==> config.mk <==
export PLATFORM = sky130hd
export DESIGN_NAME = init_multi
export DESIGN_NICKNAME = d
export VERILOG_FILES = /design/src/rtl/init_pkg.sv /design/src/rtl/init_pattern.sv /design/src/rtl/init_multi.sv
export SDC_FILE = /design/constraint.sdc
export NUM_CORES = 1
export LEC_CHECK = 0
export CORE_ASPECT_RATIO = 1.1
export CORE_UTILIZATION = 50
export DETAILED_ROUTE_END_ITERATION = 6
export PLACE_DENSITY = 0.81
export SLEW_MARGIN = 10
export SYNTH_ARGS = -nofsm -noshare
export SYNTH_HDL_FRONTEND = slang
export SYNTH_SLANG_ARGS = --single-unit
==> constraint.sdc <==
create_clock -name clk -period 4.75 [get_ports clk]
set_input_delay 0.95 -clock clk [delete_from_list [all_inputs] [get_ports clk]]
set_output_delay 0.95 -clock clk [all_outputs]
set_load 0.01 [all_outputs]
==> src/rtl/init_pkg.sv <==
// Shared types for the multi-channel S-array initialiser: pattern modes and FSM states.
package init_pkg;

  typedef enum logic [1:0] {
    INIT_IDENT = 2'b00,
    INIT_FILL  = 2'b01,
    INIT_REV   = 2'b10
  } init_mode_t;

  typedef enum logic [1:0] {
    ST_IDLE,
    ST_WRITE,
    ST_DONE
  } init_state_t;

endpackage

==> src/rtl/init_pattern.sv <==
// Combinational pattern generator: maps the sweep index to the word written at that address.
module init_pattern
  import init_pkg::*;
#(
  parameter int ADDR_W = 8,
  parameter int DATA_W = 8,
  parameter int DEPTH  = 256
) (
  input  logic [1:0]        mode_q,
  input  logic [DATA_W-1:0] fill_q,
  input  logic [ADDR_W-1:0] idx,
  output logic [DATA_W-1:0] wrdata
);

  localparam logic [ADDR_W-1:0] LAST = ADDR_W'(DEPTH - 1);

  logic [ADDR_W-1:0] pat;

  always_comb begin
    pat = idx;
    if (mode_q == INIT_REV) pat = LAST - idx;
    // The cast zero-extends or truncates the index-derived value to the data width.
    wrdata = DATA_W'(pat);
    if (mode_q == INIT_FILL) wrdata = fill_q;
  end

endmodule

==> src/rtl/init_multi.sv <==
// Multi-channel memory initialiser: sweeps addresses 0..DEPTH-1 writing a latched pattern to masked channels.
// Start handshake: a run starts on a rising edge where en=1 and rdy=1; en at any other time is dropped.
module init_multi
  import init_pkg::*;
#(
  parameter int ADDR_W = 8,
  parameter int DATA_W = 8,
  parameter int DEPTH  = 256,
  parameter int NUM_CH = 2
) (
  input  logic              clk,
  input  logic              rst_n,
  input  logic              en,
  output logic              rdy,
  input  logic [1:0]        mode,
  input  logic [DATA_W-1:0] fill_val,
  input  logic [NUM_CH-1:0] ch_mask,
  input  logic              stall,
  input  logic              abort,
  output logic [ADDR_W-1:0] addr,
  output logic [DATA_W-1:0] wrdata,
  output logic [NUM_CH-1:0] wren,
  output logic              done
);

  localparam logic [ADDR_W-1:0] LAST = ADDR_W'(DEPTH - 1);

  init_state_t       state_q, state_d;
  logic [ADDR_W-1:0] i_q, i_d;
  logic [1:0]        mode_q, mode_d;
  logic [DATA_W-1:0] fill_q, fill_d;
  logic [NUM_CH-1:0] mask_q, mask_d;
  logic [DATA_W-1:0] pat_data;

  init_pattern #(
    .ADDR_W (ADDR_W),
    .DATA_W (DATA_W),
    .DEPTH  (DEPTH)
  ) u_pattern (
    .mode_q (mode_q),
    .fill_q (fill_q),
    .idx    (i_q),
    .wrdata (pat_data)
  );

  always_ff @(posedge clk or negedge rst_n) begin
    if (!rst_n) begin
      state_q <= ST_IDLE;
      i_q     <= '0;
      mode_q  <= '0;
      fill_q  <= '0;
      mask_q  <= '0;
    end else begin
      state_q <= state_d;
      i_q     <= i_d;
      mode_q  <= mode_d;
      fill_q  <= fill_d;
      mask_q  <= mask_d;
    end
  end

  always_comb begin
    state_d = state_q;
    i_d     = i_q;
    mode_d  = mode_q;
    fill_d  = fill_q;
    mask_d  = mask_q;
    rdy     = 1'b0;
    done    = 1'b0;
    wren    = '0;
    addr    = '0;
    wrdata  = '0;
    case (state_q)
      ST_IDLE: begin
        rdy = 1'b1;
        if (en) begin
          mode_d  = mode;
          fill_d  = fill_val;
          mask_d  = ch_mask;
          i_d     = '0;
          state_d = ST_WRITE;
        end
      end
      ST_WRITE: begin
        addr   = i_q;
        wrdata = pat_data;
        // Abort beats stall: the run is dropped without writing this cycle.
        if (abort) begin
          i_d     = '0;
          state_d = ST_IDLE;
        end else if (!stall) begin
          wren = mask_q;
          if (i_q == LAST) state_d = ST_DONE;
          else             i_d     = i_q + ADDR_W'(1);
        end
      end
      ST_DONE: begin
        done    = 1'b1;
        state_d = ST_IDLE;
      end
      default: state_d = ST_IDLE;
    endcase
  end

endmodule

# Word-level counts from Yosys, hierarchy flattened
# Index checks and enable logic that the tools add are counted.
[op_classes] add_sub_neg=2 n_eq_ne=9 mux=19 n_reduce_logical=5
[ops] cell="$mux W8" n=8
[ops] cell="$pmux W8 S2" n=1
[ops] cell="$mux W2" n=7
[ops] cell="$ne A3 B3 Y1 const B" n=3
[ops] cell="$add A8 B1 Y8 const B" n=1
[ops] cell="$eq A8 B8 Y1 const B" n=1
[ops] cell="$sub A8 B8 Y8 const A" n=1
[ops] cell="$eq A2 B1 Y1 const B" n=2
[ops] cell="$eq A2 B2 Y1 const B" n=2
[ops] cell="$pmux W2 S2" n=1
[ops] cell="$reduce_and A4 Y1" n=1
[ops] cell="$reduce_and A3 Y1" n=1
[ops] cell="$logic_not A2 Y1" n=1
[ops] cell="$mux W1" n=2
[ops] cell="$ne A2 B2 Y1 const B" n=1
[ops] cell="$reduce_and A2 Y1" n=1
[ops] cell="$reduce_bool A2 Y1" n=1
[totals] register_bits=22 inputBits=17 out_inout_bits=20 wordCells=40

# Depth between registers and ports, before layout
[logic_depth] depth_word=5 ltp_mapped=5 mapped_depth_nobuf=5

# By module
# From an unflattened synthesis, not the netlist that was laid out.
[unflattened] cells_unflattened=136 area_unflattened_um2=1405.1
[by_module_without_submodules] mod="init_multi" instances=1 cells_per_inst=109 area_each_um2=1138.6 seq_area_each_um2=550.5
[by_module_without_submodules] mod="init_pattern" instances=1 cells_per_inst=27 area_each_um2=266.5 seq_area_each_um2=0.0

# Least setup slack after synthesis
# No wires, ideal clock.
[synth_timing] path_type="input -> output" start="input abort" end="output wren[0]" arrival_time_ns=1.343 setup_slack_ns=2.457 path_stages=3 n_path_buf=0 cell_sequence="nand2b_1 nor2_1 and2_1"
[synth_via] elab_chain_cells=2
[synth_rtl] element="from (decl)" line_no="init_multi.sv:19" rtl="input logic abort,"
[synth_rtl] element="$mux W2" line_no="init_multi.sv:88" rtl="if (abort) begin"
[synth_rtl] element="$mux W2" line_no="init_multi.sv:73" rtl="case (state_q)"
[synth_rtl] element="to (decl)" line_no="init_multi.sv:22" rtl="output logic [NUM_CH-1:0] wren,"
# Every way passes these cells.

# Final worst setup path
# Same ends and word-level chain as after synthesis.

==> metrics.txt <==
outcome=finished clean; first-pass GRT wire length=4680 um; most common cell after layout, fill and taps aside=clkdlybuf4s50_1; largest net degree at the start of global routing=23; Nets=190; YS warnings=0; Pleak=0.670 nW; Reg2Reg Depth=5; wl on met1=roughly 1200 um; CTS Buffer Depth=2; Buffers on Ports=36; # IOs=37; Top Metal Used=met4; post-synthesis sequential area ratio=0.434; Final Max Tran Viols=0; Mapped Nets=approximately 150; post-placement cell count=197; insertion delay of the later-clocked pin in the worst-skew pair=0.31 ns; post-CTS setup buffer count=0; Worst Hold Slack=0.520 ns; Detail Route met2 WL=1430 um; fmax=between 200 and 300 MHz; total grt overflow=0; Hold Path Cell Cnt=1; commonest cells after routing, fill and taps aside=clkdlybuf4s50_1, dfrtp_1, nand2_1; post-DP HPWL=2070 um; setup tns final=0 ns; Fin. Hold Viols=0; Required @ worst endpoint=between 3 and 4 ns; Max Cap Violations=0; CTS Buf Count=3; Clock Sinks=22; post-synthesis adder-cell area fraction=0.00986; CP Depth=5; Buf/Inv on CP=2; vias in the first global route=1039; DR DRC count=0; die height=54.8 um; drt total wl=2760 um; post-synthesis cell area=0.00127 mm^2; layout cells sized above 1=0.123; crit path cell chain=clkdlybuf4s50_1 > nand2b_1 > nor2_1 > and2_1 > clkdlybuf4s50_1; Post-CTS Hold Buffers=0; area of the multi-input gates=between 600 and 700 um^2; register area=551 um^2; critical path fanouts, max=5; number of synthesized flops with an enable pin=0; worst slew pin tran=0.990 ns; cts repair resizes=0; H-tree Lvls=1; non-filler cells, final=201; crit path DAT=2.40 ns; library cells used by synthesis=36; Worst Skew=roughly 0.0024 ns; final instance area=between 0.0015 and 0.002 mm^2; first-pass iteration count of the detailed router=4; asr flop ratio synth=1.00; Tmin final=3.35 ns; core box area=0.00232 mm^2; Die X=50.0 um; slowest stage cell, crit path=clkdlybuf4s50_1; WL per Instance=approximately 14 um; Clk Tree Root Cell=clkbuf_4; P per Cell Area=299 mW/mm^2; post-synthesis mux area share=0.122; RSZ-0062 raised after global routing=false; vias per cell=between 5 and 6; Compound-Gate Fraction of Synth Area=0.153; worst relative slew slack=0.338; # setup viols final=0; Final Wtd Congestion=0.826; flops & latches, synth=22; Worst path max stage delay=0.53 ns; routed wl met3=between 90 and 100 um; Setup WS pre-CTS=1.40 ns; P&R area growth vs syn=32.8%; Crit path max-delay family=buffers and inverters; filler cell count=184; simple-gate share of the synthesized area=0.239; Placed Area=roughly 0.0016 mm^2; CTS tree=yes; diode count=0; main combinational cell family by area after synthesis=simple AND/OR/NAND/NOR gates; Global Route Usage Sum=0.236; die footprint=0.00274 mm^2; row cnt=18; Initial Util=0.547; crit share post-route=0.705; WS Path Type=input pin to output pin; clock slew at reported path FFs=0.12 ns; Final ANT Viol Nets=0; crit path capture type=output pin; synthesized-area fraction occupied by xor and xnor cells=0.0138; worst hold path class=flop to flop; predominant post-synthesis flop cell=dfrtp_1; Via Count=1100; initial antenna violation count=0; CP startpoint kind=input pin; syn avg cell area=9.40 um^2; PnR worst setup slack=1.40 ns; DR iter-0 viols=10; Mapped Cells=135; VDD IR-drop max=252 uV; CP dominant cell by count=clkdlybuf4s50_1
-- final timing paths --
kind                            from        end  slack (ns)
setup / recovery               abort    wren[0]        1.40
hold / removal             mask_q[0]  mask_q[0]        0.52
setup reg to reg              i_q[0]     i_q[7]        2.93
hold reg to reg            mask_q[0]  mask_q[0]        0.52
max in group asynchronous      rst_n     i_q[5]        2.98
min in group asynchronous      rst_n  fill_q[7]        1.17
-- flip-flops by register name (all words and copies together), names as in the netlist --
register  cells
mask_q        2
fill_q        8
mode_q        2
i_q           8
state_q       2
-- layer usage --
metal | vias to the layer above | global-route usage
met4 | 0 | 0.0762
li1 | 547 | -
met5 | - | 0
met3 | 4 | 0.0278
met1 | 520 | 0.289
met2 | 29 | 0.433
-- cells by family after synthesis --
group | count (synthesis)
adder cells (fa/ha/maj) | 1
AND/OR/NAND/NOR | 56
multiplexers | 14
XOR/XNOR | 2
AO/OA/AOI/OAI | 31
buffers and inverters | 9
flip-flops | 22
-- cell usage after synthesis, drive strengths merged (3+ instances only) --
master	count	area, um^2
nor3	3	20.0
a21oi	10	50.1
o21ai	10	53.8
nor2	9	33.8
and2	7	43.8
inv	5	18.8
a31oi	4	25.0
nand2	19	71.3
or2b	4	30.0
and3	3	18.8
nor2b	3	18.8
dfrtp	22	551
mux2	12	135
-- power by group --
part	switching, mW	leakage [nW]	internal [mW]
logic	0.0751	0.372	0.0879
registers	0.0228	0.277	0.214
clock network	0.0574	0.0210	0.0468
total	0.155	0.670	0.348
-- worst register-to-register path: cells and delay by family, from the launching register on --
family	cells	cell delay, ns
AOI/OAI and AO/OA	1	0.19
DFF	1	0.45
adders and majority gates	1	0.26
and+or+nand+nor	3	0.79
-- through the flow --
step	power, mW	utilization
floorplan	0.332	-
global placement	0.397	0.711
detailed placement	0.403	0.711
CTS	0.509	0.727
global route	0.536	0.727
finish	0.504	0.727
-- area by class of cell --
| type | count | area share |
|---|---|---|
| Clock buffer | 4 | 0.0215 |
| Inverter | 5 | 0.0111 |
| Multi-Input combinational cell | 104 | 0.405 |
| Sequential cell | 22 | 0.327 |
| Tap cell | 30 | 0.0223 |
| Timing Repair Buffer | 36 | 0.214 |
(Power assumes the default switching activity.)
